$ cat config.mk
export PLATFORM = sky130hd
export DESIGN_NAME = serial_adder_ctrl_flat
export DESIGN_NICKNAME = d
export VERILOG_FILES = /design/src/rtl/serial_adder_ctrl_pkg.sv /design/src/rtl/serial_adder_ctrl_if.sv /design/src/rtl/serial_adder_ctrl_full_adder.sv /design/src/rtl/serial_adder_ctrl.sv /design/src/flat_wrapper.sv
export SDC_FILE = /design/constraint.sdc
export NUM_CORES = 1
export LEC_CHECK = 0
export CAP_MARGIN = 20
export CELL_PAD_IN_SITES_DETAIL_PLACEMENT = 1
export CELL_PAD_IN_SITES_GLOBAL_PLACEMENT = 1
export CORE_UTILIZATION = 42
export CTS_BUF_LIST = sky130_fd_sc_hd__clkbuf_4 sky130_fd_sc_hd__clkbuf_8
export CTS_CLUSTER_DIAMETER = 120
export DETAILED_ROUTE_END_ITERATION = 6
export GPL_TIMING_DRIVEN = 0
export HOLD_SLACK_MARGIN = 0.15
export PLACE_DENSITY = 0.95
export SKIP_CTS_REPAIR_TIMING = 1
export SLEW_MARGIN = 20
export SYNTH_ARGS = -nofsm -noshare
export SYNTH_HDL_FRONTEND = slang
export SYNTH_SLANG_ARGS = --single-unit
$ cat constraint.sdc
create_clock -name clk -period 1.9 [get_ports clk]
set_input_delay 0.38 -clock clk [delete_from_list [all_inputs] [get_ports clk]]
set_output_delay 0.38 -clock clk [all_outputs]
set_load 0.01 [all_outputs]
$ cat src/rtl/serial_adder_ctrl_pkg.sv
// serial_adder_ctrl_pkg: shared FSM encoding and default width for the bit-serial adder
package serial_adder_ctrl_pkg;
  localparam int DEFAULT_WIDTH = 8;
  typedef enum logic [1:0] {
    IDLE = 2'd0,
    RUN  = 2'd1,
    DONE = 2'd2
  } state_e;
endpackage

$ cat src/rtl/serial_adder_ctrl_if.sv
// serial_adder_ctrl_if: operand request and result channels of the bit-serial adder
interface serial_adder_ctrl_if
  import serial_adder_ctrl_pkg::*;
#(
  parameter int WIDTH = DEFAULT_WIDTH
) ();
  logic             start_valid;
  logic             start_ready;
  logic [WIDTH-1:0] a;
  logic [WIDTH-1:0] b;
  logic             carryin;
  logic             result_valid;
  logic             result_ready;
  logic [WIDTH-1:0] sum;
  logic             carryout;
  logic             busy;
  modport master (
    output start_valid, a, b, carryin, result_ready,
    input  start_ready, result_valid, sum, carryout, busy
  );
  modport slave (
    input  start_valid, a, b, carryin, result_ready,
    output start_ready, result_valid, sum, carryout, busy
  );
endinterface

$ cat src/rtl/serial_adder_ctrl_full_adder.sv
// structuralFullAdder: gate-level one-bit full adder cell
module structuralFullAdder (
  input  logic a,
  input  logic b,
  input  logic cin,
  output logic s,
  output logic co
);
  logic p, g, t;
  xor x_p (p, a, b);
  xor x_s (s, p, cin);
  and a_g (g, a, b);
  and a_t (t, p, cin);
  or  o_c (co, g, t);
endmodule

$ cat src/rtl/serial_adder_ctrl.sv
// serial_adder_ctrl: sequences one full adder cell over WIDTH cycles, LSB first
module serial_adder_ctrl
  import serial_adder_ctrl_pkg::*;
#(
  parameter int WIDTH = DEFAULT_WIDTH
) (
  input  logic                  clk,
  input  logic                  rst_n,
  serial_adder_ctrl_if.slave    bus
);
  localparam int IW = (WIDTH > 1) ? $clog2(WIDTH) : 1;
  state_e           state_q, state_d;
  logic [WIDTH-1:0] a_q, a_d, b_q, b_d, sum_q, sum_d;
  logic             carry_q, carry_d, co_q, co_d;
  logic [IW-1:0]    idx_q, idx_d;
  logic             cell_s, cell_co;
  structuralFullAdder u_cell (
    .a   (a_q[0]),
    .b   (b_q[0]),
    .cin (carry_q),
    .s   (cell_s),
    .co  (cell_co)
  );
  always_ff @(posedge clk) begin
    if (!rst_n) begin
      state_q <= IDLE;
      a_q     <= '0;
      b_q     <= '0;
      sum_q   <= '0;
      carry_q <= 1'b0;
      co_q    <= 1'b0;
      idx_q   <= '0;
    end else begin
      state_q <= state_d;
      a_q     <= a_d;
      b_q     <= b_d;
      sum_q   <= sum_d;
      carry_q <= carry_d;
      co_q    <= co_d;
      idx_q   <= idx_d;
    end
  end
  always_comb begin
    state_d = state_q;
    a_d     = a_q;
    b_d     = b_q;
    sum_d   = sum_q;
    carry_d = carry_q;
    co_d    = co_q;
    idx_d   = idx_q;
    case (state_q)
      IDLE: if (bus.start_valid) begin
        a_d     = bus.a;
        b_d     = bus.b;
        carry_d = bus.carryin;
        sum_d   = '0;
        idx_d   = '0;
        state_d = RUN;
      end
      RUN: begin
        sum_d   = {cell_s, sum_q[WIDTH-1:1]};
        carry_d = cell_co;
        a_d     = a_q >> 1;
        b_d     = b_q >> 1;
        // counter parks on the last bit rather than wrapping
        if (idx_q == IW'(WIDTH - 1)) begin
          co_d    = cell_co;
          state_d = DONE;
        end else idx_d = idx_q + IW'(1);
      end
      DONE: state_d = bus.result_ready ? IDLE : DONE;
      default: state_d = IDLE;
    endcase
  end
  assign bus.start_ready  = state_q == IDLE;
  assign bus.result_valid = state_q == DONE;
  assign bus.busy         = state_q != IDLE;
  assign bus.sum          = sum_q;
  assign bus.carryout     = co_q;
endmodule

$ cat src/flat_wrapper.sv
// flat-port wrapper written by rule: the top's interface ports become plain ports
module serial_adder_ctrl_flat import serial_adder_ctrl_pkg::*;
#(
  parameter int WIDTH = DEFAULT_WIDTH
)
  (clk, rst_n, bus_start_valid, bus_a, bus_b, bus_carryin, bus_result_ready, bus_start_ready, bus_result_valid, bus_sum, bus_carryout, bus_busy);
  serial_adder_ctrl_if #(.WIDTH(WIDTH)) bus_i ();
  input  logic clk;
  input  logic rst_n;
  input wire logic [$bits(bus_i.start_valid)-1:0] bus_start_valid;
  input wire logic [$bits(bus_i.a)-1:0] bus_a;
  input wire logic [$bits(bus_i.b)-1:0] bus_b;
  input wire logic [$bits(bus_i.carryin)-1:0] bus_carryin;
  input wire logic [$bits(bus_i.result_ready)-1:0] bus_result_ready;
  output wire logic [$bits(bus_i.start_ready)-1:0] bus_start_ready;
  output wire logic [$bits(bus_i.result_valid)-1:0] bus_result_valid;
  output wire logic [$bits(bus_i.sum)-1:0] bus_sum;
  output wire logic [$bits(bus_i.carryout)-1:0] bus_carryout;
  output wire logic [$bits(bus_i.busy)-1:0] bus_busy;
  assign bus_i.start_valid = bus_start_valid;
  assign bus_i.a = bus_a;
  assign bus_i.b = bus_b;
  assign bus_i.carryin = bus_carryin;
  assign bus_i.result_ready = bus_result_ready;
  assign bus_start_ready = bus_i.start_ready;
  assign bus_result_valid = bus_i.result_valid;
  assign bus_sum = bus_i.sum;
  assign bus_carryout = bus_i.carryout;
  assign bus_busy = bus_i.busy;
  serial_adder_ctrl #(.WIDTH(WIDTH)) u_core (.clk(clk), .rst_n(rst_n), .bus(bus_i));
endmodule
==> out/qor.csv <==
metric,value,unit
htreeDepth,2,
fmax,570,MHz
final_common_cell,dfxtp_1,
hold_path.class,reg2reg,
synthFlopType,dfxtp_1,
fin_ws,0.145,ns
slew_violations,0,
mostFrequentLayoutCells,"dfxtp_1, clkdlybuf4s50_1, nor2_1",
clk_latency,0.34,ns
crit_chain,buf_4 -> buf_8 -> nor2_2 -> inv_1 -> dlymetal6s2s_1,
worstSetupEndpointType,output pin,
startpoint_type,flop,
synth_cell_type_count,24,
tritoncts,yes,
synth-async-reset-ratio,0,
dp.cells,216,
holdWs,0.524,ns
dr.pass1.iters,4,
slowest_delay,0.32,ns
stdcell_count,224,
drcViolationCount,0,
cts_sinks,31,
syn_inst,140,
fp.dieH,60.4,µm
grt_overflow,0,
synthesis.nets,164,
path_max_fanout,10,
clk_pin_slew,0.10,ns
core,3150,µm²
powerDensity,756,nW/µm²
drt_iter0_markers,54,
pre_cts_ws,0.145,ns
antenna_found_initial,0,
regArea,622,µm²
synth_seq_cells,31,
start_util,0.455,
cts.path.max_buffers,2,
routedWlPerCell,18.0,µm
io_buffers,32,
postRouteAntennaNets,0,
finalWirelength,4030,µm
skew,0.00886,ns
grt_pass1_wl,6320,µm
viasPerCell,5.39,
synth_area_leader_cell,dfxtp_1,
grt_max_degree,11,
avgSynthCellArea,10.2,µm²
period_share,0.924,
yosysWarnings,0,
cp_data_required_time,1.52,ns
antenna_cells,0,
ir_drop,0.000377,V
p_total,0.00143,W
die-area,3650,µm²
rsz0062_at_grt,no,
finalNetCount,203,
worstPathArrival,1.37,ns
fillers,378,
synth_edf_count,0,
synth.cell_area,1430,µm²
cts_buffers,5,
finalHoldViolCount,0,
yosysSeqAreaShare,0.433,
synth_top_area_frac,0.433,
grt_pass1_vias,1335,
die_w,60.4,µm
hpwl,2920,µm
num_io_pins,33,
rows,20,
vias,1207,
final_area,1890,µm²
multiInputGateArea,706,µm²
finalSetupViolations,0,
synth.area.top_cells,"dfxtp_1, a211oi_2, mux2i_1, nor2_1, a22oi_1",
drv_cap,0,
slowest_stage,dfxtp_1,
critPathKind,reg2out,
period_needed,1.75,ns
drive_gt1_frac,0.206,
place_congestion,0.744,
area_delta_synth_final,32.1,%
grtUsageTotal,0.251,
relSlewSlack,0.567,
status,"finished, final reports clean",
place_area,1810,µm²
worst_pin_slew,0.650,ns
clockRootBuffer,clkbuf_4,
p_leak,0.772,nW
[cells by family after synthesis]
family                   share of synthesized area
AO/OA/AOI/OAI                                0.250
AND/OR/NAND/NOR                              0.106
flip-flops                                   0.433
buffers and inverters                       0.0750
multiplexers                                 0.105
adder cells (fa/ha/maj)                     0.0314
[critical path, delay by kind of cell (launching register included)]
kind	cells	cell delay (ns)
buffers and inverters	4	0.55
DFF	1	0.32
and+or+nand+nor	1	0.16
[registers in the layout, summed over array words and instances (netlist names)]
name	flops
u_core.idx_q	3
u_core.carry_q	1
u_core.bus.sum	8
u_core.b_q	8
u_core.a_q	8
u_core.state_q	2
u_core.bus.carryout	1
[layer usage]
| metal | GRT usage | part of all wire |
|---|---|---|
| met5 | 0 | 0 |
| met4 | 0.130 | 0.031 |
| met3 | 0.0768 | 0.037 |
| met2 | 0.458 | 0.53 |
| met1 | 0.257 | 0.40 |
[worst paths after layout]
| path | to | slack, ns | start | depth (start not counted) |
|---|---|---|---|---|
| worst max-delay path | bus_busy | 0.15 | u_core.state_q[0] | 5 |
| worst min-delay path | u_core.idx_q[2] | 0.52 | u_core.idx_q[2] | 2 |
| worst max register to register | u_core.idx_q[1] | 0.34 | u_core.idx_q[0] | 5 |
| worst min register to register | u_core.idx_q[2] | 0.52 | u_core.idx_q[2] | 2 |
[cell usage after synthesis (all sizes together) (2+ instances only)]
master  instances
a211oi         15
a21oi           4
a22oi           9
a32oi           4
buf             9
clkbuf          2
dfxtp          31
ha              2
inv             8
mux2i          15
nand2           3
nor2           28
nor2b           2
[where the power goes]
group / internal [W] / switching, W / leakage, nW
clock: 0.000232 / 0.000230 / 0.0420
combinational: 0.000127 / 0.000132 / 0.475
sequential: 0.000687 / 0.0000234 / 0.255
total: 0.00105 / 0.000386 / 0.772
[metrics by stage]
step / utilization / setup TNS (ns)
5_1_grt: 0.601 / 0
3_5_place_dp: 0.574 / 0
6_report: 0.601 / 0
3_3_place_gp: 0.574 / 0
4_1_cts: 0.597 / -0.456
2_1_floorplan: - / 0
[final cells by class]
cell class / instances / area share
timing repair buffer: 32 / 0.173
tap: 44 / 0.0291
inverter: 8 / 0.0159
clock buffer: 8 / 0.0383
buffer: 11 / 0.0429
multi-input combinational: 90 / 0.373
sequential: 31 / 0.328
No activity file was read; power rests on OpenSTA's default activity.
